### src/rtl/mux_scan_nto1.sv
// Registered N:1 data selector with active-low enable and channel reporting.
// Define MUX_AUTO_SCAN_EN to build the auto-scan sequencer (dwell counter, wrap pulse).
module mux_scan_nto1 #(
    parameter  int unsigned WIDTH    = 4,
    parameter  int unsigned CHANNELS = 4,
    parameter  int unsigned DWELL    = 4,
    localparam int unsigned SW       = $clog2(CHANNELS)
) (
    input  logic                      clk,
    input  logic                      rst_n,
    input  logic                      en_n,
    input  logic [CHANNELS*WIDTH-1:0] data,
    input  logic [SW-1:0]             sel,
    input  logic                      mode,
    output logic [WIDTH-1:0]          y,
    output logic [SW-1:0]             ch,
    output logic                      valid,
    output logic                      wrap
);

    localparam logic [SW-1:0] LAST_CH = SW'(CHANNELS - 1);

    // Channel k of the packed bus; out-of-range indices read as zero.
    function automatic logic [WIDTH-1:0] pick(input logic [SW-1:0] idx,
                                              input logic [CHANNELS*WIDTH-1:0] d);
        pick = '0;
        for (int k = 0; k < CHANNELS; k++) begin
            if (idx == SW'(k)) pick = d[k*WIDTH +: WIDTH];
        end
    endfunction

    logic [WIDTH-1:0] y_nxt;
    logic [SW-1:0]    ch_nxt;
    logic             valid_nxt;

`ifdef MUX_AUTO_SCAN_EN
    localparam int unsigned  DW       = (DWELL > 1) ? $clog2(DWELL) : 1;
    localparam logic [DW-1:0] LAST_CNT = DW'(DWELL - 1);

    // ST_SCAN doubles as the scan-armed flag.
    typedef enum logic {
        ST_IDLE = 1'b0,
        ST_SCAN = 1'b1
    } state_t;

    state_t        state, state_nxt;
    logic [DW-1:0] cnt, cnt_nxt;
    logic          wrap_nxt;

    always_ff @(posedge clk or negedge rst_n) begin
        if (!rst_n) begin
            state <= ST_IDLE;
            cnt   <= '0;
            y     <= '0;
            ch    <= '0;
            valid <= 1'b0;
            wrap  <= 1'b0;
        end else begin
            state <= state_nxt;
            cnt   <= cnt_nxt;
            y     <= y_nxt;
            ch    <= ch_nxt;
            valid <= valid_nxt;
            wrap  <= wrap_nxt;
        end
    end

    always_comb begin
        state_nxt = state;
        cnt_nxt   = cnt;
        ch_nxt    = ch;
        y_nxt     = '0;
        valid_nxt = 1'b0;
        wrap_nxt  = 1'b0;
        if (en_n) begin
            state_nxt = ST_IDLE;
        end else if (mode) begin
            if (state == ST_IDLE) begin
                state_nxt = ST_SCAN;
                cnt_nxt   = '0;
                ch_nxt    = '0;
            end else if (cnt == LAST_CNT) begin
                cnt_nxt = '0;
                if (ch == LAST_CH) begin
                    ch_nxt   = '0;
                    wrap_nxt = 1'b1;
                end else begin
                    ch_nxt = ch + SW'(1);
                end
            end else begin
                cnt_nxt = cnt + DW'(1);
            end
            y_nxt     = pick(ch_nxt, data);
            valid_nxt = 1'b1;
        end else begin
            // Manual select discards any dwell in progress.
            state_nxt = ST_IDLE;
            cnt_nxt   = '0;
            ch_nxt    = sel;
            y_nxt     = pick(sel, data);
            valid_nxt = (32'(sel) < CHANNELS);
        end
    end
`else
    localparam int unsigned unused_dwell = DWELL;
    logic unused_mode;
    assign unused_mode = mode;
    assign wrap        = 1'b0;

    always_ff @(posedge clk or negedge rst_n) begin
        if (!rst_n) begin
            y     <= '0;
            ch    <= '0;
            valid <= 1'b0;
        end else begin
            y     <= y_nxt;
            ch    <= ch_nxt;
            valid <= valid_nxt;
        end
    end

    always_comb begin
        ch_nxt    = ch;
        y_nxt     = '0;
        valid_nxt = 1'b0;
        if (!en_n) begin
            ch_nxt    = sel;
            y_nxt     = pick(sel, data);
            valid_nxt = (32'(sel) < CHANNELS);
        end
    end
`endif

endmodule

### config.mk
export PLATFORM = sky130hd
export DESIGN_NAME = mux_scan_nto1
export DESIGN_NICKNAME = d
export VERILOG_FILES = /design/src/rtl/mux_scan_nto1.sv
export SDC_FILE = /design/constraint.sdc
export NUM_CORES = 1
export LEC_CHECK = 0
export ABC_AREA = 1
export CAP_MARGIN = 20
export CORE_AREA = 2 2 39 41
export CTS_CLUSTER_SIZE = 24
export DETAILED_ROUTE_END_ITERATION = 10
export DIE_AREA = 0 0 41 43
export HOLD_SLACK_MARGIN = 0.03
export PLACE_DENSITY = 0.75
export RECOVER_POWER = 25
export SYNTH_ARGS = -nofsm -noshare
export SYNTH_HDL_FRONTEND = slang
export SYNTH_SLANG_ARGS = --single-unit
export TNS_END_PERCENT = 1
### constraint.sdc
create_clock -name clk -period 1.7 [get_ports clk]
set_clock_uncertainty 0.2 [all_clocks]
set_input_delay 0.255 -clock clk [delete_from_list [all_inputs] [get_ports clk]]
set_output_delay 0.255 -clock clk [all_outputs]
set_load 0.02 [all_outputs]
==> results of run 1 <==
## power breakdown
| part | total [mW] | switching, mW | internal [mW] |
|---|---|---|---|
| Combinational | 0.125 | 0.0530 | 0.0725 |
| Clock | 0.140 | 0.0515 | 0.0889 |
| Sequential | 0.184 | 0.00420 | 0.179 |
## stage by stage
stage               power [mW]  util [%]  setup WS, ps  instances
floorplan               0.2331         -         791.0         45
global placement        0.3117     46.02         133.5         87
detailed placement      0.3136     46.02         115.2         87
CTS                     0.4566     47.92         41.71         91
global route            0.4757     47.92         17.15         91
finish                  0.4495     47.92         52.44         91
## cells by family (layout without fill, tap and decap cells)
| group | Yosys count | count (layout) | synth area share [%] |
|---|---|---|---|
| buffers and inverters | 4 | 34 | 5.301 |
| other | 1 | 1 | 1.059 |
| AOI/OAI and AO/OA | 14 | 14 | 19.79 |
| and+or+nand+nor | 19 | 19 | 24.38 |
| DFF | 7 | 7 | 49.47 |
## state kept, by name (all words and copies together) (netlist names)
| register | flops |
|---|---|
| y | 4 |
| ch | 2 |
| valid | 1 |
## worst max path at each step
stage,start,endpoint,slack (ps),cells past startpoint
floorplan,sel[1],y[0],790,4
global placement,sel[1],y[0],130,5
detailed placement,sel[1],y[2],120,5
CTS,ch[0],ch[0],40,1
global route,ch[0],ch[0],20,1
finish,ch[0],ch[0],50,1
## cells in the final DEF, fill, tap and decap left out, types with 2 or more instances in the layout
cell and count:
inv_1 2, clkbuf_4 3, a21oi_1 4, nand2_1 11, or2_0 4, o21ai_0 10, dfrtp_1 7, nand3_1 4
clkdlybuf4s50_1 26
## routing by layer
metal	part of all wire (%)	vias to the layer above	track usage (%)
li1	-	207	-
met1	39	155	10.82
met2	53	17	16.56
met3	7.5	0	0
met4	0	0	8.000
met5	0	-	0
## final cells by class
class,instances,area (µm²),share of cell area [%]
repair buffers,27,270.3,40.75
flip-flops and latches,7,175.2,26.42
multi-input cells,34,160.2,24.15
clock buffers,4,26.28,3.962
well taps,16,20.02,3.019
inverters,3,11.26,1.698
==> metrics.yaml, run 1 <==
cts.clk_slew.worst_paths_ps: 50
syn_area_per_cell_um2: 7.869
path_class: "reg -> out"
hold_slack_ps: 129.5
htree_levels: 1
timing.rr.end: "ch[0]"
synth_most_common_cell: "nand2_1"
clkSinkCount: 7
gp_congestion: 0.7280
nNetsFinal: 98
fmax_ghz: 0.6070
ios: 30
initial_utilization_pct: 25.59
hold_path_class: "in -> async"
routedWlPerCell_um: 8.484
maxCapViolCount: 0
yosysTopAreaCell: "dfrtp_1"
rows: 14
cts_tree: "done"
die_width_um: 41
status: "completed"
synth_edf_count: 0
synth.cells.most_frequent: "nand2_1 (11), o21ai_0 (10), dfrtp_1 (7)"
slew_violations: 0
synth-main-ff-cell: "dfrtp_1"
finalHoldViolCount: 0
rsz0062_at_grt: "false"
critPathSlowestCell: "clkdlybuf4s50_1"
crit_fanout: 2
ir_drop_mv: 0.2024
clock_path_buffers: 2
die_h_um: 43
min_period_over_period_pct: 96.92
drive_above_1_share_pct: 5.333
p_per_area_nw_per_um2: 677.8
ys_warn_count: 0
synth-seq-cells: 7
port_buffers: 27
dp_hpwl_um: 699.1
slowest_delay_ps: 610
finalSetupViolations: 0
synth_area_leaders: "dfrtp_1 (49%), o21ai_0 (14%), nand2_1 (12%)"
fin_area_um2: 663.1
critPathCaptureType: "primary output"
r2r-start: "ch[0]"
netlist_area_um2: 354.1
start_kind: "flip-flop"
routed_wl_um: 772
grtUsageTotal_pct: 9.899
crit_chain: "clkdlybuf4s50_1"
crit_family: "buffers and inverters"
reg2regPathDepth: 2
synth_top_area_share_pct: 49.47
antennaDiodeCount: 0
avgViaCountPerCell: 4.165
crit_buf_inv: 1
tns_ps: 0
n_fill_cell: 150
route.detailed.drc: 0
fin_crit_ps: 1648
drt_iter0_markers: 11
synth_nets: 67
critPathRequiredTime_ps: 1240
grt_pass1_wl_um: 1193
rrSetupSlack_ps: 870
synth.distinct_cells: 10
coreArea_um2: 1384
ant_nets: 0
grt-ovfl-total: 0
grt_max_degree: 10
place_area_um2: 636.9
synth_cells: 45
vias: 379
firstDrtPassIters: 2
cts_resized: 0
cp.arrival_ps: 1190
cts_hold_buf: 0
cts_root_buf: "clkbuf_4"
cts_buffers: 3
die-area_um2: 1763
clock_latency_ps: 240
seq_area_frac_synth_pct: 49.47
antenna_found_initial: 0
area_growth_pct: 87.28
post-cts-setup-buffer-count: 0
leakagePower_nw: 0.2876
synthArstFlopShare_pct: 100.0
grt_pass1_vias: 339
Note: power is estimated with default switching activity, not from simulation.
==> run 2, diff against run 1 <==
CELL_PAD_IN_SITES_DETAIL_PLACEMENT = 1   (was default)
CELL_PAD_IN_SITES_GLOBAL_PLACEMENT = 2   (was default)
CORE_AREA = default   (was 2 2 39 41)
CORE_UTILIZATION = 15   (was default)
DIE_AREA = default   (was 0 0 41 43)
PLACE_DENSITY = 0.84   (was 0.75)
==> run 2 against run 1 <==
Design area rose by 2.6%. Power rose by 2.6%. Highest routed layer is now met4. Clock power rose by 7%. Combinational power barely moved. Sequential share of layout area fell by 0.68 points. Worst hold slack got worse by 16 ps. Sequential power barely moved. Register-to-register slack got worse by 20 ps.
==> metrics.yaml, run 2 (synthesis gave the netlist of run 1 again) <==
status: "completed"
register_area_um2: 175.2
preCtsSetupSlack_ps: 51.87
initial_utilization_pct: 16.01
route.detailed.drc: 0
dp_hpwl_um: 836.3
p_per_area_nw_per_um2: 677.5
fmax_ghz: 0.6022
grtUsageTotal_pct: 8.003
grt_max_degree: 10
coreArea_um2: 2212
routedWlPerCell_um: 9.495
die-area_um2: 2559
antenna_found_initial: 0
drive_above_1_share_pct: 5.333
ios: 30
htree_levels: 1
finalHoldViolCount: 0
cts_tree: "done"
final.setup.worst_slack_ps: 39.44
finalSetupViolations: 0
gp_congestion: 0.7726
cts.clk_slew.worst_paths_ps: 50
maxCapViolCount: 0
firstDrtPassIters: 4
die_h_um: 50.59
clkSinkCount: 7
start_kind: "flip-flop"
min_period_over_period_pct: 97.68
fin_util_pct: 30.77
critPathSlowestCell: "clkdlybuf4s50_1"
layout_commonest_cell: "clkdlybuf4s50_1"
clock_latency_ps: 250
avgViaCountPerCell: 3.990
tns_ps: 0
grt_pass1_vias: 368
reg.largest.list: "y (4), ch (2), valid (1)"
crit_chain: "clkdlybuf4s50_1"
crit_cells: 1
hold_path_class: "in -> async"
antennaDiodeCount: 0
total_power_mw: 0.4611
cts_buffers: 3
drt_iter0_markers: 4
nNetsFinal: 98
grt-ovfl-total: 0
largest_reg_flops: 4
leakagePower_nw: 0.2987
path_class: "reg -> out"
cp.arrival_ps: 1210
crit_buf_inv: 1
slowest_delay_ps: 600
multi_input_area_um2: 160.2
post-cts-setup-buffer-count: 0
critPathCaptureType: "primary output"
n_fill_cell: 290
regMostFlops: "y"
ant_nets: 0
cts_root_buf: "clkbuf_4"
die_width_um: 50.59
grt_pass1_wl_um: 1462
port_buffers: 27
clock_path_buffers: 2
vias: 411
crit_fanout: 2
rows: 17
slew_violations: 0
area_growth_pct: 92.23
fin_crit_ps: 1661
ir_drop_mv: 0.2017
crit_family: "buffers and inverters"
final_cell_mix: "clkdlybuf4s50_1 (25), nand2_1 (11), o21ai_0 (10)"
reg2regPathDepth: 2
rsz0062_at_grt: "false"
cts_hold_buf: 0
critPathRequiredTime_ps: 1240
routed_wl_um: 978
[run 2: changes by cell type in the layout (fill, tap and decap cells not counted), sizes merged]
cell,previous run,this run
clkdlybuf4s50,26,25
dlymetal6s2s,0,1
[run 2: per-layer routing]
layer | GRT usage [%] | wire length, µm
met5 | 0 | 0
met4 | 6.944 | 23
met3 | 2.121 | 91
met2 | 12.89 | 442
met1 | 8.561 | 422
[run 2: report_power, final]
part | leakage [nW] | total (mW) | internal, mW | switching (mW)
combinational | 0.196 | 0.127 | 0.0720 | 0.0554
sequential | 0.0881 | 0.184 | 0.179 | 0.00430
clock | 0.0150 | 0.150 | 0.0895 | 0.0605
total | 0.299 | 0.461 | 0.341 | 0.120
[run 2: area by class of cell]
cell class | instances | share of cell area, %
well taps | 28 | 5.147
inverters | 3 | 1.654
multi-input cells | 34 | 23.53
clock buffers | 4 | 3.860
repair buffers | 27 | 40.07
flip-flops and latches | 7 | 25.74
[run 2: stage by stage]
stage / hold slack, ps / area, µm² / cells
finish: 113.9 / 680.7 / 103
global route: 129.5 / 680.7 / 103
CTS: 49.87 / 678.2 / 103
detailed placement: 280.1 / 651.9 / 99
global placement: 275.3 / 651.9 / 99
floorplan: -240.6 / 354.1 / 45
[run 2: repair_timing]
item | 4_1_cts | 5_1_grt
gates resized for setup | 0 | 1
endpoints found under the hold margin | 0 | 0
endpoints found under the setup margin | 0 | 1
[run 2: path summary, 6_finish.rpt]
check                      endpoint  start  slack, ps
max in group asynchronous      y[0]  rst_n        950
min in group clk              ch[1]  ch[1]        290
setup / recovery              ch[0]  ch[0]         40
setup reg to reg              ch[0]  ch[0]        850
hold reg to reg               ch[1]  ch[1]        290
hold / removal                ch[0]  rst_n        110
